===== src/rtl/fifo_pkg.sv =====
// fifo_pkg: shared width helpers and read-mode constants for the FIFO and its sequencers
package fifo_pkg;
    localparam int FIFO_NORMAL    = 0;
    localparam int FIFO_SHOWAHEAD = 1;
    function automatic int clog2(input int n);
        int r;
        for (r = 0; (1 << r) < n; r++) ;
        return r;
    endfunction
    function automatic int ptr_w(input int depth);
        return clog2(depth) + 1;
    endfunction
endpackage


===== src/rtl/fifo_ram.sv =====
// fifo_ram: DEPTH x DATA_W simple dual-port array, registered write, asynchronous read
module fifo_ram
    import fifo_pkg::*;
#(
    parameter int DATA_W = 8,
    parameter int DEPTH  = 256,
    parameter int AW     = clog2(DEPTH)
) (
    input  logic              clk,
    input  logic              we,
    input  logic [AW-1:0]     waddr,
    input  logic [DATA_W-1:0] wdata,
    input  logic [AW-1:0]     raddr,
    output logic [DATA_W-1:0] rdata
);
    logic [DATA_W-1:0] mem [DEPTH];
    always_ff @(posedge clk)
        if (we) mem[waddr] <= wdata;
    assign rdata = mem[raddr];
endmodule


===== src/rtl/sync_fifo_param.sv =====
// sync_fifo_param: single-clock FIFO with programmable thresholds, optional show-ahead
// read and sticky overflow/underflow flags
module sync_fifo_param
    import fifo_pkg::*;
#(
    parameter int DATA_W     = 8,
    parameter int DEPTH      = 256,
    parameter int AF_LEVEL   = DEPTH - 4,
    parameter int AE_LEVEL   = 4,
    parameter int SHOW_AHEAD = FIFO_NORMAL
) (
    input  logic                      sys_clk,
    input  logic                      sys_rst_n,
    input  logic                      wr_en,
    input  logic [DATA_W-1:0]         wr_data,
    input  logic                      rd_en,
    output logic [DATA_W-1:0]         rd_data,
    output logic                      full,
    output logic                      empty,
    output logic                      almost_full,
    output logic                      almost_empty,
    output logic [ptr_w(DEPTH)-1:0]   usedw,
    output logic                      overflow,
    output logic                      underflow,
    input  logic                      clr_err
);
    localparam int AW = clog2(DEPTH);
    localparam logic [AW:0] FULL_LVL = DEPTH[AW:0];
    localparam logic [AW:0] AF_LVL   = AF_LEVEL[AW:0];
    localparam logic [AW:0] AE_LVL   = AE_LEVEL[AW:0];
    logic [AW:0]       wr_ptr, rd_ptr, lvl_nxt;
    logic              wr_acc, rd_acc;
    logic [DATA_W-1:0] ram_q, rd_q;
    assign wr_acc  = wr_en & ~full;
    assign rd_acc  = rd_en & ~empty;
    assign lvl_nxt = usedw + {{AW{1'b0}}, wr_acc} - {{AW{1'b0}}, rd_acc};
    fifo_ram #(.DATA_W(DATA_W), .DEPTH(DEPTH), .AW(AW)) u_ram (
        .clk   (sys_clk),
        .we    (wr_acc),
        .waddr (wr_ptr[AW-1:0]),
        .wdata (wr_data),
        .raddr (rd_ptr[AW-1:0]),
        .rdata (ram_q)
    );
    // flags are registered from the next level so they move on the same edge as usedw
    always_ff @(posedge sys_clk or negedge sys_rst_n)
        if (!sys_rst_n) begin
            wr_ptr       <= '0;
            rd_ptr       <= '0;
            usedw        <= '0;
            full         <= 1'b0;
            empty        <= 1'b1;
            almost_full  <= 1'b0;
            almost_empty <= 1'b1;
            overflow     <= 1'b0;
            underflow    <= 1'b0;
            rd_q         <= '0;
        end else begin
            wr_ptr       <= wr_ptr + {{AW{1'b0}}, wr_acc};
            rd_ptr       <= rd_ptr + {{AW{1'b0}}, rd_acc};
            usedw        <= lvl_nxt;
            full         <= lvl_nxt == FULL_LVL;
            empty        <= lvl_nxt == '0;
            almost_full  <= lvl_nxt >= AF_LVL;
            almost_empty <= lvl_nxt <= AE_LVL;
            overflow     <= (wr_en & full) | (overflow & ~clr_err);
            underflow    <= (rd_en & empty) | (underflow & ~clr_err);
            rd_q         <= rd_acc ? ram_q : rd_q;
        end
    assign rd_data = (SHOW_AHEAD == FIFO_SHOWAHEAD) ? ram_q : rd_q;
endmodule

===== config.mk =====
export PLATFORM = sky130hd
export DESIGN_NAME = sync_fifo_param
export DESIGN_NICKNAME = d
export VERILOG_FILES = /design/src/rtl/fifo_pkg.sv /design/src/rtl/fifo_ram.sv /design/src/rtl/sync_fifo_param.sv
export SDC_FILE = /design/constraint.sdc
export NUM_CORES = 2
export LEC_CHECK = 0
export ABC_AREA = 1
export CAP_MARGIN = 40
export CORE_UTILIZATION = 35
export CTS_BUF_LIST = sky130_fd_sc_hd__clkbuf_16
export CTS_CLUSTER_SIZE = 10
export DETAILED_ROUTE_END_ITERATION = 8
export DONT_BUFFER_PORTS = 1
export SYNTH_ARGS = -nofsm -noshare
export SYNTH_HDL_FRONTEND = slang
export SYNTH_HIERARCHICAL = 1
export SYNTH_SLANG_ARGS = --single-unit
export TNS_END_PERCENT = 30

===== constraint.sdc =====
create_clock -name sys_clk -period 2.7 [get_ports sys_clk]
set_input_delay 0.27 -clock sys_clk [delete_from_list [all_inputs] [get_ports sys_clk]]
set_output_delay 0.27 -clock sys_clk [all_outputs]
set_load 0.01 [all_outputs]

After elaboration in Yosys (flattened, before gate mapping)
Memory sizes are Yosys's and may differ from the RTL's. A register that Yosys moved wholly into a read port is not among the register bits.
Index checks and enable logic that the tools add are counted.
{"block": "word_totals", "wordCells": 32, "inputBits": 13, "output_inout_bits": 23, "ff_bits": 33, "ramBits": 2048, "mem_count": 1}
{"block": "op_classes", "n_eq_ne": 1, "n_reduce_logical": 2, "add_sub_neg": 4, "n_mux": 2, "n_bitwise": 11, "order_cmp": 2}
{"name": "u_ram.mem", "depth": 256, "word_bits": 8, "read_ports": 1, "rd_ports_with_merged_regs": 1, "write_ports": 1, "line_no": "fifo_ram.sv:16", "text": "logic [DATA_W-1:0] mem [DEPTH];"}
{"operator": "adder 9 x 1 -> 9 bit", "count": 3}
{"operator": "== test 9 bit, second input constant", "count": 1}
{"operator": "greater-or-equal comparator 9 x 8 -> 1 bit, second input constant", "count": 1}
{"operator": "less-or-equal comparator 9 x 3 -> 1 bit, second input constant", "count": 1}
{"operator": "zero test 9 bit", "count": 1}
{"operator": "subtractor 9 x 1 -> 9 bit", "count": 1}
{"operator": "bitwise AND 1 bit", "count": 6}
{"operator": "NOT 1 bit", "count": 3}
{"operator": "2-to-1 mux 1 bit", "count": 2}
{"operator": "OR 1 bit", "count": 2}
{"operator": "zero test 1 bit", "count": 1}

Logic depth before layout (Yosys ltp)
{"block": "logic_depth", "ltp_word": 5, "ltp_mapped": 19, "mapped_depth_nobuf": 18}

Modules after synthesis
The synthesis kept the hierarchy.
{"module": "fifo_ram", "cells_each": 6995, "seq_area_each_um2": 61499.0, "area_each_um2": 83236.1, "n_inst": 1}
{"module": "sync_fifo_param", "cells_each": 221, "seq_area_each_um2": 978.4, "area_each_um2": 1959.4, "n_inst": 1}

Least setup slack after synthesis
OpenSTA, ideal clock, no wires.
{"block": "synth_timing", "path_type": "register to register", "start": "register empty", "end": "register almost_empty", "period_less_slack_ns": 2.336, "arrival_ns": 2.269, "setup_time_ns": 0.067, "n_path_buf": 1, "path_stages_with_launch": 18, "setup_slack_ns": 0.364, "t_required_ns": 2.633, "cell_sequence": "dfstp_2 -> inv_1 -> nand2_2 -> buf_2 -> nand2_1 -> nand2_1 -> ha_1 -> inv_1 -> fa_1 -> inv_1 -> nand2_1 -> nand2_1 -> nand3_2 -> nand3_1 -> nand2_4 -> nor2_4 -> nand3_2 -> nor2_1"}
{"block": "synth_between", "elab_chain_len": 4}
{"item": "from (decl)", "line_no": "sync_fifo_param.sv:19", "text": "output logic empty,"}
{"item": "from (signal assigned)", "line_no": "sync_fifo_param.sv:52", "text": "empty <= 1'b1;"}
{"item": "from (signal assigned)", "line_no": "sync_fifo_param.sv:63", "text": "empty <= lvl_nxt == '0;"}
{"item": "NOT 1 bit", "line_no": "sync_fifo_param.sv:35", "text": "assign rd_acc = rd_en & ~empty;"}
{"item": "bitwise AND 1 bit", "line_no": "sync_fifo_param.sv:35"}
{"item": "subtractor 9 x 1 -> 9 bit", "line_no": "sync_fifo_param.sv:36", "text": "assign lvl_nxt = usedw + {{AW{1'b0}}, wr_acc} - {{AW{1'b0}}, rd_acc};"}
{"item": "via lvl_nxt[6]", "line_no": "sync_fifo_param.sv:31", "text": "logic [AW:0] wr_ptr, rd_ptr, lvl_nxt;"}
{"item": "less-or-equal comparator 9 x 3 -> 1 bit", "line_no": "sync_fifo_param.sv:65", "text": "almost_empty <= lvl_nxt <= AE_LVL;"}
{"item": "to (signal assigned)", "line_no": "sync_fifo_param.sv:54", "text": "almost_empty <= 1'b1;"}
{"item": "to (signal assigned)", "line_no": "sync_fifo_param.sv:65"}
{"item": "to (decl)", "line_no": "sync_fifo_param.sv:21", "text": "output logic almost_empty,"}
The timed path passes the listed nets, and every way through them passes these cells.

==> impl_metrics.ini <==
[worst_setup_path]
max_stage_delay_ps = 610
endpoint_kind = register
critPathArrivalTime_ps = 3520
ff2ff_path_depth = 15
path_class = reg -> reg
critical_path_depth = 15
critPathLaunchType = register
cpMostUsedCell = nand2_1
path_max_fanout = 26
crit_family = simple AND/OR/NAND/NOR gates
critPathBufInv = 3
path_cells = buf_12, buf_4, buf_12, nand2_1, nand3_1, nand3_1, nand3_1, nand3_1, nand3_1, nand3_2, nand2_1, nand2_1, nand2_1, nand2_1, nand2_1
slowest_stage = dfrtp_4
required_ps = 3490

[detailed_routing]
drt_iter0_markers = 6370
num_vias = 57100
drt_wl_total_um = 243000
post_drt_wl_per_cell_um = 22.5
vias_per_cell = 5.29
drc = 0
dr.pass1.iters = 6
ant_nets = 0

[sta]
finalHoldViolCount = 1906
hold_ws_ps = -458
worst_slew_pin_slew_ps = 956
min_period_ps = 2730
fmax_ghz = 0.367
finClkSkew_ps = 33.5
final_max_slew_viol_count = 0
fin_ws_ps = -27.0
fin_crit_sh_pct = 101
rsz0062_at_grt = true
setup_viol = 2
timing.slew.headroom_pct = 36.2

[global_route]
grt_start_max_net_pins = 257
grt_pass1_wl_um = 356000
antenna_found_initial = 7
grt_pass1_vias = 54900
grt_usage_pct = 19.4
grt_overflow = 0

[placement]
place_congestion = 0.865
dp_hpwl_um = 132000
dp_cells = 10400
io_buffers = 0

[final_layout]
fillers = 22100
multi_input_area_sq_um = 20300
fin_util_pct = 41.1
seqCellArea_sq_um = 62500
layout-drive-gt1-share_pct = 11.4
area_growth_pct = 16.5
fin_nets = 7530
fin_cells = 10800

[synthesis]
yosys_warnings = 6
syn_avg_cell_area_sq_um = 11.8
synth-edff-count = 2048
syn_nets = 7241
synth.cell_area_sq_um = 85200
ys_ff_latch = 2087
syn_inst = 7216
synthArstFlopShare_pct = 1.87
ys.flop_type = edfxtp_1
ys_seq_area_share_pct = 73.3
synth_cell_types = 33

[floorplanning]
io_pins = 36
row_count = 180
die_area_sq_um = 245000
fp.dieH_um = 495
initial_utilization_pct = 35.3
design.core.area_sq_um = 241000
die_x_um = 495

[power]
power.leakage_uw = 0.0355
ir_drop_v = 0.000849
power.density_nw_per_um2 = 955

[clocking]
clock_latency_ps = 860
clock-root-buffer = clkbuf_16
cts_tree = yes
path_clk_slew_ps = 60
cts_buffers = 228
postCtsHoldBufs = 8
cts.sinks = 2087
cts_buffer_depth = 3
htreeDepth = 4

[hold_path]
hold_class = in -> reg
hold_depth = 0

[job]
drv_cap = 0

[outcome]
outcome = finished, violations left
violations = negative hold slack, negative setup slack
[synthesized netlist by cell type (6+ instances only)]
cell type	instances	area (sq um)
nand3_1	2032	10200
buf_2	269	1350
xor2_1	9	78.8
buf_1	40	150
buf_4	46	345
dfrtp_1	37	926
nor2_1	302	1130
nand2_1	2185	8200
nand2_2	6	37.5
edfxtp_1	2048	61500
clkbuf_1	112	420
buf_6	16	180
ha_1	11	138
inv_1	70	263
[registers in the layout (all words and copies together), names as in the netlist]
name and flops:
rd_data 8, wr_ptr 8, overflow 1, usedw 9
u_ram/mem 2048, almost_full 1, rd_ptr 8, full 1
underflow 1, empty 1, almost_empty 1
[final cells by class]
cell class | count | area share [%]
sequential | 2087 | 63.0
timing repair buffer | 542 | 5.92
clock buffer | 231 | 5.83
tap | 3185 | 4.02
timing repair inverter | 1 | 0.00883
clock inverter | 92 | 0.448
multi-input combinational | 4570 | 20.5
inverter | 75 | 0.318
antenna | 3 | 0.00757
[path summary, 6_finish.rpt]
check	startpoint	end	slack [ps]
max	rd_ptr[0]	rd_data[3]	-30
max reg2reg	rd_ptr[0]	rd_data[3]	-30
min in group asynchronous	sys_rst_n	empty	580
max in group asynchronous	sys_rst_n	rd_ptr[2]	1800
min reg2reg	wr_ptr[6]	wr_ptr[6]	540
min	wr_data[0]	u_ram/mem[214][0]	-460
[metrics by stage]
step           setup slack, ps  area [sq um]  setup TNS, ps  power [uW]  hold WS [ps]
3_3_place_gp              -325         91600          -1530       66200         -24.6
5_1_grt                  -85.8         99200           -547       98500          -504
3_5_place_dp              -277         91600          -1370       66300         -24.7
2_1_floorplan              364         85200              0       54600         -25.6
6_report                 -27.0         99200          -41.0       94800          -458
4_1_cts                  -14.0         98500          -17.7       94000          -465
[worst register-to-register path: cells and delay by family (launching register included)]
family | cells | cell delay, ps
simple gates | 12 | 1500
flops | 1 | 610
buf+inv | 3 | 570
[report_power, final]
| part | leakage [uW] | total, uW | internal [uW] | switching (uW) |
|---|---|---|---|---|
| Clock | 0.00333 | 27000 | 15100 | 11900 |
| Combinational | 0.0133 | 30900 | 9850 | 21100 |
| Sequential | 0.0189 | 36900 | 36200 | 676 |
[cell families after synthesis]
kind of cell / share of synthesized area (%)
fa+ha+maj: 0.185
flops: 73.3
buf+inv: 3.22
xor+xnor: 0.134
compound gates: 0.0543
simple gates: 23.1
[metal layers]
metal	GRT usage [%]	vias to the layer above	part of all wire, %
li1	-	26000	-
met1	26.7	28000	42
met2	30.9	2612	47
met3	3.65	389	8.9
met4	6.25	0	2.9
met5	0	-	0
[repair_timing]
| action | in CTS | in global routing |
|---|---|---|
| gates cloned | 7 | 12 |
| setup endpoints to repair | 8 | 8 |
| gates resized for setup | 36 | 77 |
| buffers inserted | 9 | 6 |
| endpoints found under the hold margin | 2104 | 2048 |
| pin swaps | 1 | 5 |
[cells in the final DEF, fill, tap and decap left out, types with 3 or more instances in the layout]
| cell type | synthesis | final |
|---|---|---|
| dlygate4sd3_1 | 0 | 6 |
| nand2_2 | 6 | 9 |
| dfrtp_4 | 0 | 4 |
| clkinv_8 | 0 | 4 |
| bufbuf_16 | 0 | 7 |
| buf_4 | 46 | 403 |
| nand3_2 | 3 | 57 |
| clkbuf_16 | 0 | 242 |
| diode_2 | 0 | 3 |
| nand2_1 | 2185 | 2182 |
| nor2_1 | 302 | 301 |
| inv_16 | 0 | 3 |
| xor2_1 | 9 | 9 |
| edfxtp_1 | 2048 | 2048 |
| inv_6 | 0 | 4 |
| nand3_1 | 2032 | 1974 |
| nand4_1 | 3 | 3 |
| xnor2_1 | 4 | 4 |
| clkinv_1 | 2 | 7 |
| nand3_4 | 0 | 4 |
| buf_16 | 0 | 21 |
| ha_1 | 11 | 11 |
| inv_1 | 70 | 145 |
| dfrtp_1 | 37 | 32 |
| buf_6 | 16 | 19 |
| buf_12 | 0 | 73 |
Note: power is estimated with default switching activity, not from simulation.
